**src/rtl/mant_mul_arb.sv**
```systemverilog
// mant_mul_arb: round-robin sharing of one combinational mantissa multiplier between two
// requesters, with a single registered result slot returned over valid/ready.
module mant_mul_arb #(
  parameter int DWIDTH = 11
) (
  input  logic                  clk,
  input  logic                  rst_n,
  input  logic [DWIDTH-1:0]     a0_i,
  input  logic [DWIDTH-1:0]     b0_i,
  input  logic                  valid0_i,
  output logic                  ready0_o,
  input  logic [DWIDTH-1:0]     a1_i,
  input  logic [DWIDTH-1:0]     b1_i,
  input  logic                  valid1_i,
  output logic                  ready1_o,
  output logic [DWIDTH-1:0]     mul_a_o,
  output logic [DWIDTH-1:0]     mul_b_o,
  input  logic [2*DWIDTH-1:0]   mul_res_i,
  output logic [2*DWIDTH-1:0]   res_o,
  output logic                  res_id_o,
  output logic                  res_valid_o,
  input  logic                  res_ready_i
);
  typedef enum logic {EMPTY, FULL} state_t;
  state_t              state_q, state_d;
  logic [2*DWIDTH-1:0] res_q, res_d;
  logic                id_q, id_d, last_q, last_d;
  logic                gnt, gnt_vld, free, acc;
  always_comb begin
    gnt_vld = valid0_i | valid1_i;
    gnt     = (valid0_i & valid1_i) ? !last_q : valid1_i;
    free    = (state_q == EMPTY) | res_ready_i;
    acc     = free & gnt_vld;
    state_d = acc ? FULL : ((state_q == FULL) & res_ready_i) ? EMPTY : state_q;
    res_d   = acc ? mul_res_i : res_q;
    id_d    = acc ? gnt : id_q;
    // priority rotates only on an actual handshake, never on a stalled grant
    last_d  = acc ? gnt : last_q;
  end
  always_ff @(posedge clk or negedge rst_n) begin
    if (!rst_n) begin
      state_q <= EMPTY;
      res_q   <= '0;
      id_q    <= 1'b0;
      last_q  <= 1'b1;
    end else begin
      state_q <= state_d;
      res_q   <= res_d;
      id_q    <= id_d;
      last_q  <= last_d;
    end
  end
  assign ready0_o    = acc & !gnt;
  assign ready1_o    = acc & gnt;
  assign mul_a_o     = !gnt_vld ? '0 : gnt ? a1_i : a0_i;
  assign mul_b_o     = !gnt_vld ? '0 : gnt ? b1_i : b0_i;
  assign res_o       = res_q;
  assign res_id_o    = id_q;
  assign res_valid_o = state_q == FULL;
endmodule

```
**config.mk**
```make
export PLATFORM = sky130hd
export DESIGN_NAME = mant_mul_arb
export DESIGN_NICKNAME = d
export VERILOG_FILES = /design/src/rtl/mant_mul_arb.sv
export SDC_FILE = /design/constraint.sdc
export NUM_CORES = 1
export LEC_CHECK = 0
export ABC_AREA = 1
export CAP_MARGIN = 10
export CELL_PAD_IN_SITES_DETAIL_PLACEMENT = 0
export CELL_PAD_IN_SITES_GLOBAL_PLACEMENT = 1
export CORE_UTILIZATION = 35
export DETAILED_ROUTE_END_ITERATION = 8
export DONT_BUFFER_PORTS = 1
export GPL_TIMING_DRIVEN = 0
export PLACE_DENSITY = 0.79
export SLEW_MARGIN = 20
export SYNTH_ARGS = -nofsm -noshare
export SYNTH_HDL_FRONTEND = slang
export SYNTH_SLANG_ARGS = --single-unit
```
**constraint.sdc**
```tcl
create_clock -name clk -period 3.3 [get_ports clk]
set_input_delay 0.33 -clock clk [delete_from_list [all_inputs] [get_ports clk]]
set_output_delay 0.33 -clock clk [all_outputs]
set_load 0.1 [all_outputs]
```
Word level (Yosys, flattened, before mapping). Index checks and enable logic that the tools add are counted.

Register bits after elaboration: 25. Input bits: 71. Output and inout bits: 48. Word-level logic and storage cells: 22.

Muxes and demuxes: 7. Bitwise gates (word level): 8. Reduce and logical (&&, ||, !) cells: 3.

Operators with widths (number): 11-bit 2-to-1 mux (4); 1-bit bitwise AND (5); 1-bit 2-to-1 mux (3); 1-bit logical NOT (2); 1-bit bitwise OR (2); 2-bit nonzero test (1); 1-bit inverter (1).

Depth between registers and ports, before layout. Gate-level depths: netlist (run 1).

Depth in word-level cells: 4. Gate-level depth with buffers: 6. Mapped depth without buffers: 5.

Least setup slack after synthesis (run 1). Ideal clock, no wire load.

Path kind: register -> output. Start point: reg state_q, in the netlist res_valid_o. End point: out ready0_o. Data arrival time: 2.623 ns. Data required time: 2.970 ns. Setup slack: 0.347 ns. Cell stages (with the launch flop): 5. Path buffers: 1. Cell sequence: dfrtp_1 > nand2_1 > nand2_2 > buf_4 > nor2_1.

Word-level cells in the longest chain between the ends: 4.

Ends and longest elaborated chain: start: declaration (line 25) `state_t state_q, state_d;`; start signal: assignment (line 47) `state_q <= state_d;`; 1-bit inverter (line 32) `free = (state_q == EMPTY) | res_ready_i;`; 1-bit bitwise OR (line 32); 1-bit bitwise AND (line 33) `acc = free & gnt_vld;`; 1-bit bitwise AND (line 53) `assign ready0_o = acc & !gnt;`; end: declaration (line 11) `output logic ready0_o,`.

No other way between the ends.

Worst setup path in the final report (run 1). Same ends and word-level chain as after synthesis.

==> results.yml, run 1 <==
global_route:
  grt_usage: 0.160
  grt_start_max_net_pins: 26
  antenna_found_initial: 0
  grt_overflow: 0
  grt_pass1_vias: 1185
  grt_pass1_wl_um: 5370
sta:
  tns_ns: 0
  relSlewSlack: 0.289
  min_period_over_period: 0.886
  skew_ns: 0.00144
  hold_viol: 0
  tightest_slew_ns: 1.06
  clock.fmax_ghz: 0.342
  worst_slack_ns: 0.376
  whs_ns: 0.202
  setup_viol: 0
  grt_setup_unrepaired: "no"
  fin_crit_ns: 2.92
  slew_violations: 0
setup_path:
  reg2reg_depth: 5
  worst_path_max_delay_cell: "nor2_2"
  crit_fanout: 10
  worstSetupEndpoint: "ready0_o"
  crit_arrival_ns: 2.59
  critPathCaptureType: "output port"
  regToRegStartpoint: "res_valid_o"
  max_stage_delay_ns: 0.81
  startpoint: "res_valid_o"
  startpoint_type: "register"
  reg2reg_setup_slack_ns: 1.32
  path_class: "register to output port"
  worstPathRequired_ns: 2.97
  r2r_end: "res_o[1]"
  path_cells: "nand2_1 -> nand2_2 -> buf_4 -> nor2_2"
synthesis:
  synth_cell_types: 10
  yosys_warnings: 0
  synth-seq-cells: 25
  synth_seq_area_share: 0.432
  synth_area_um2: 1450
  syn-num-nets: 301
  syn_inst: 230
  avgSynthCellArea_um2: 6.32
cells_and_area:
  nets: 308
  fin_util: 0.398
  areaGrowthSynthToFinish_pct: 9.65
  diodes: 0
  drive_above_1_share: 0.0975
clocking:
  clk-insertion-delay-late_ns: 0.26
  ctsLongestPathBuffers: 2
  cts_made_buffers: 3
  cts_root_buf: "clkbuf_8"
  cts.sinks: 25
  htreeDepth: 1
  cts_resized: 0
  postCtsHoldBufs: 2
  clk_pin_slew_ns: 0.08
  cts_setup_buffers: 0
  cts_tree: "yes"
floorplan:
  rows: 23
  die_y_um: 66.4
  die_area_um2: 4410
  start_util: 0.363
  dieWidth_um: 66.4
  core_um2: 4000
  io-pin-count: 119
pwr:
  powerDensity_nw_per_um2: 778
  p_leak_uw: 0.00104
  ir_drop_mv: 0.334
  finalPower_uw: 1240
detailed_routing:
  drc_errors: 0
  num_vias: 1312
  firstDrtPassIters: 4
  vias_per_cell: 4.59
  postRouteAntennaNets: 0
  wl_per_cell_um: 12.6
  drt-total-wl_um: 3610
  dr.first_iter.drc_count: 34
placed_design:
  place_ws_ns: 0.647
  portBuffers: 0
  place_hpwl_um: 2730
  gp_congestion: 0.627
flow_run:
  drv_cap: 0
hold_path:
  hold_class: "input port to register"
run_status:
  outcome: "finished, final reports clean"
-- kinds of logic after synthesis --
logic type / Yosys count / share of synthesized area
buffers and inverters: 39 / 0.115
flip-flops: 25 / 0.432
AND/OR/NAND/NOR: 166 / 0.454
-- routing by layer --
| metal | track usage | up-vias | share of wire |
|---|---|---|---|
| met5 | 0 | - | 0 |
| met4 | 0.0399 | 0 | 0.0022 |
| met3 | 0.0466 | 2 | 0.11 |
| met2 | 0.305 | 78 | 0.49 |
| met1 | 0.170 | 545 | 0.40 |
| li1 | - | 687 | - |
-- cells in the final DEF (no fill, tap or decap) --
cell type and n:
nor2_2 1, dlygate4sd3_1 1, nand3_1 23, buf_12 1, dfstp_2 1, dfrtp_1 24, inv_2 2, buf_4 2
buf_2 10, clkbuf_8 3, inv_1 25, nand2_2 3, nand2_1 139, clkbuf_1 1
-- layout make-up --
class / instances / area, um^2
clock buffer: 4 / 45.0
sequential: 25 / 627
buffer: 12 / 65.1
timing repair buffer: 2 / 30.0
inverter: 27 / 101
fill: 430 / 2410
tap: 50 / 62.6
multi-input combinational: 166 / 662
-- metrics by stage --
step	cells	cell area [um^2]
floorplan	230	1450
global placement	280	1520
detailed placement	280	1520
CTS	286	1590
global route	286	1590
finish	286	1590
-- registers in the layout, indices dropped and copies added, names as in the netlist --
| signal | cells |
|---|---|
| res_o | 22 |
| last_q | 1 |
| res_id_o | 1 |
| res_valid_o | 1 |
-- power by group --
group / total (uW) / switching [uW] / leakage (uW) / internal (uW)
Combinational: 372 / 319 / 0.000717 / 52.8
Sequential: 692 / 348 / 0.000301 / 344
Clock: 176 / 90.3 / 0.0000228 / 86.1
Total: 1240 / 757 / 0.00104 / 483
-- cell usage after synthesis (all sizes together) --
master	n	area, um^2
nand2	142	541
inv	27	101
dfrtp	24	601
nand3	23	115
buf	12	65.1
dfstp	1	26.3
nor2	1	3.75
-- worst min-delay path by stage --
stage / start / to / slack [ns] / cells past startpoint
2_1_floorplan: rst_n / res_id_o / 0.03 / 0
3_3_place_gp: rst_n / res_o[10] / 0.03 / 0
3_5_place_dp: rst_n / res_o[10] / 0.03 / 0
4_1_cts: mul_res_i[15] / res_o[15] / 0.19 / 2
5_1_grt: mul_res_i[17] / res_o[17] / 0.19 / 2
6_report: mul_res_i[4] / res_o[4] / 0.20 / 2
-- worst max-delay path: cells and delay by family, from the launching register on --
kind | cells | cell delay [ns]
AND/OR/NAND/NOR | 3 | 1.37
flip-flops | 1 | 0.74
buffers and inverters | 1 | 0.21
Power figures use the tool's default switching activity.
==> run 2, diff against run 1 <==
--- a/config.mk
+++ b/config.mk
@@ -6,14 +6,17 @@
 export NUM_CORES = 1
 export LEC_CHECK = 0
 export ABC_AREA = 1
+export ABC_CLOCK_PERIOD_IN_PS = 3300
 export CAP_MARGIN = 10
 export CELL_PAD_IN_SITES_DETAIL_PLACEMENT = 0
 export CELL_PAD_IN_SITES_GLOBAL_PLACEMENT = 1
 export CORE_UTILIZATION = 35
 export DETAILED_ROUTE_END_ITERATION = 8
 export DONT_BUFFER_PORTS = 1
+export GPL_ROUTABILITY_DRIVEN = 0
 export GPL_TIMING_DRIVEN = 0
 export PLACE_DENSITY = 0.79
+export REMOVE_ABC_BUFFERS = 1
 export SLEW_MARGIN = 20
 export SYNTH_ARGS = -nofsm -noshare
 export SYNTH_HDL_FRONTEND = slang
==> run 2 against run 1 <==
  * Combinational power is 4% lower
  * Die area stayed put
  * Critical path depth is 1 lower
  * Routed wire length is 5.5% lower
  * Setup slack worse by 0.10 ns
  * Via count is 1.9% lower
  * Sequential power hardly changed
  * Register-to-register slack worse by 0.36 ns
  * Non-clock buffer count is 12 lower
  * Final cell count is 4.2% lower
  * First-iteration DRC count is 79% higher
==> results.yml, run 2 (synthesis gave the netlist of run 1 again) <==
sta:
  setup_viol: 0
  clock.fmax_ghz: 0.331
  worst_slack_ns: 0.274
  tightest_slew_ns: 0.930
  skew_ns: 0.000966
  tns_ns: 0
  min_period_over_period: 0.917
  grt_setup_unrepaired: "no"
  slew_violations: 0
  hold_viol: 0
  fin_crit_ns: 3.03
  relSlewSlack: 0.380
clocking:
  cts_setup_buffers: 0
  cts_root_buf: "clkbuf_8"
  cts_tree: "yes"
  cts_made_buffers: 3
  clk_pin_slew_ns: 0.08
  cts.sinks: 25
  clk-insertion-delay-late_ns: 0.26
  ctsLongestPathBuffers: 2
  htreeDepth: 1
setup_path:
  r2r_end: "res_o[21]"
  startpoint_type: "register"
  critPathCaptureType: "output port"
  max_stage_delay_ns: 0.75
  worstPathRequired_ns: 2.97
  path_class: "register to output port"
  crit_fanout: 26
  crit_top_cell: "nand2_2"
  reg2reg_depth: 4
  regToRegStartpoint: "res_valid_o"
  reg2reg_setup_slack_ns: 0.96
  crit_arrival_ns: 2.70
  path_cells: "nand2_2 -> nand2_2 -> nor2_4"
  worst_path_max_delay_cell: "dfrtp_1"
global_route:
  antenna_found_initial: 0
  grt_pass1_wl_um: 5240
  grt_overflow: 0
  grt_start_max_net_pins: 27
  grt_pass1_vias: 1186
  grt_usage: 0.153
detailed_routing:
  dr.first_iter.drc_count: 61
  drc_errors: 0
  drt-total-wl_um: 3410
  firstDrtPassIters: 4
  vias_per_cell: 4.70
  num_vias: 1287
  postRouteAntennaNets: 0
  wl_per_cell_um: 12.5
floorplan:
  die_y_um: 66.4
  rows: 23
  die_area_um2: 4410
  core_um2: 4000
  start_util: 0.363
  dieWidth_um: 66.4
  io-pin-count: 119
placed_design:
  placed_area_um2: 1450
  place_ws_ns: -0.0995
  dp.cells: 268
  portBuffers: 0
  place_hpwl_um: 2360
cells_and_area:
  largest_reg_flops: 22
  layoutNonFillerInstCount: 274
  layout_commonest_cell: "nand2_1"
  fin_area_um2: 1540
  diodes: 0
  nets: 296
  areaGrowthSynthToFinish_pct: 5.68
  final_cell_mix: "nand2_1, inv_1, dfrtp_1"
  drive_above_1_share: 0.0536
  nFillCells: 441
pwr:
  finalPower_uw: 1230
  ir_drop_mv: 0.416
  powerDensity_nw_per_um2: 798
  p_leak_uw: 0.000996
run_status:
  outcome: "finished, final reports clean"
hold_path:
  hold_class: "input port to register"
  worstHoldStart: "mul_res_i[6]"
  hold_path_depth: 2
  min_to: "res_o[6]"
flow_run:
  drv_cap: 0
[run 2: routing by layer]
metal  wire [um]  global-route usage  up-vias
li1            -                   -      663
met1        1370               0.173      571
met2        1740               0.270       51
met3         292              0.0586        2
met4          10              0.0319        0
met5           0                   0        -
[run 2: worst max-delay path by stage]
stage | cells after the start | end | slack, ns | from
2_1_floorplan | 3 | ready0_o | -0.07 | res_valid_o
3_3_place_gp | 3 | ready0_o | -0.59 | res_valid_o
3_5_place_dp | 3 | ready0_o | -0.1 | res_valid_o
4_1_cts | 3 | ready0_o | 0.25 | res_valid_o
5_1_grt | 3 | ready0_o | 0.15 | res_valid_o
6_report | 3 | ready0_o | 0.27 | res_valid_o
[run 2: stage by stage]
stage,util,hold WS [ns]
final,0.384,0.206
after detailed placement,0.363,0.0349
after floorplan,-,0.0344
after CTS,0.384,0.200
after global routing,0.384,0.201
after global placement,0.363,0.0348
[run 2: layout make-up]
cell class,instances,area (um^2),area share
well taps,50,62.6,0.0407
flip-flops and latches,25,627,0.408
inverters,27,101,0.0660
clock buffers,4,45.0,0.0293
multi-input cells,166,669,0.436
repair buffers,2,30.0,0.0196
[run 2: repair_timing]
action / in CTS / in global routing
endpoints found under the hold margin: 25 / 0
setup endpoints to repair: 1 / 0
resized for setup: 2 / 0
hold buffers: 2 / 0
[run 2: worst max-delay path: cells and delay by family, from the launching register on]
| kind | cells | cell delay (ns) |
|---|---|---|
| DFF | 1 | 0.75 |
| and+or+nand+nor | 3 | 1.67 |
[run 2: report_power, final]
group	switching, uW	internal (uW)
clock	89.0	86.1
combinational	313	44.8
sequential	348	344
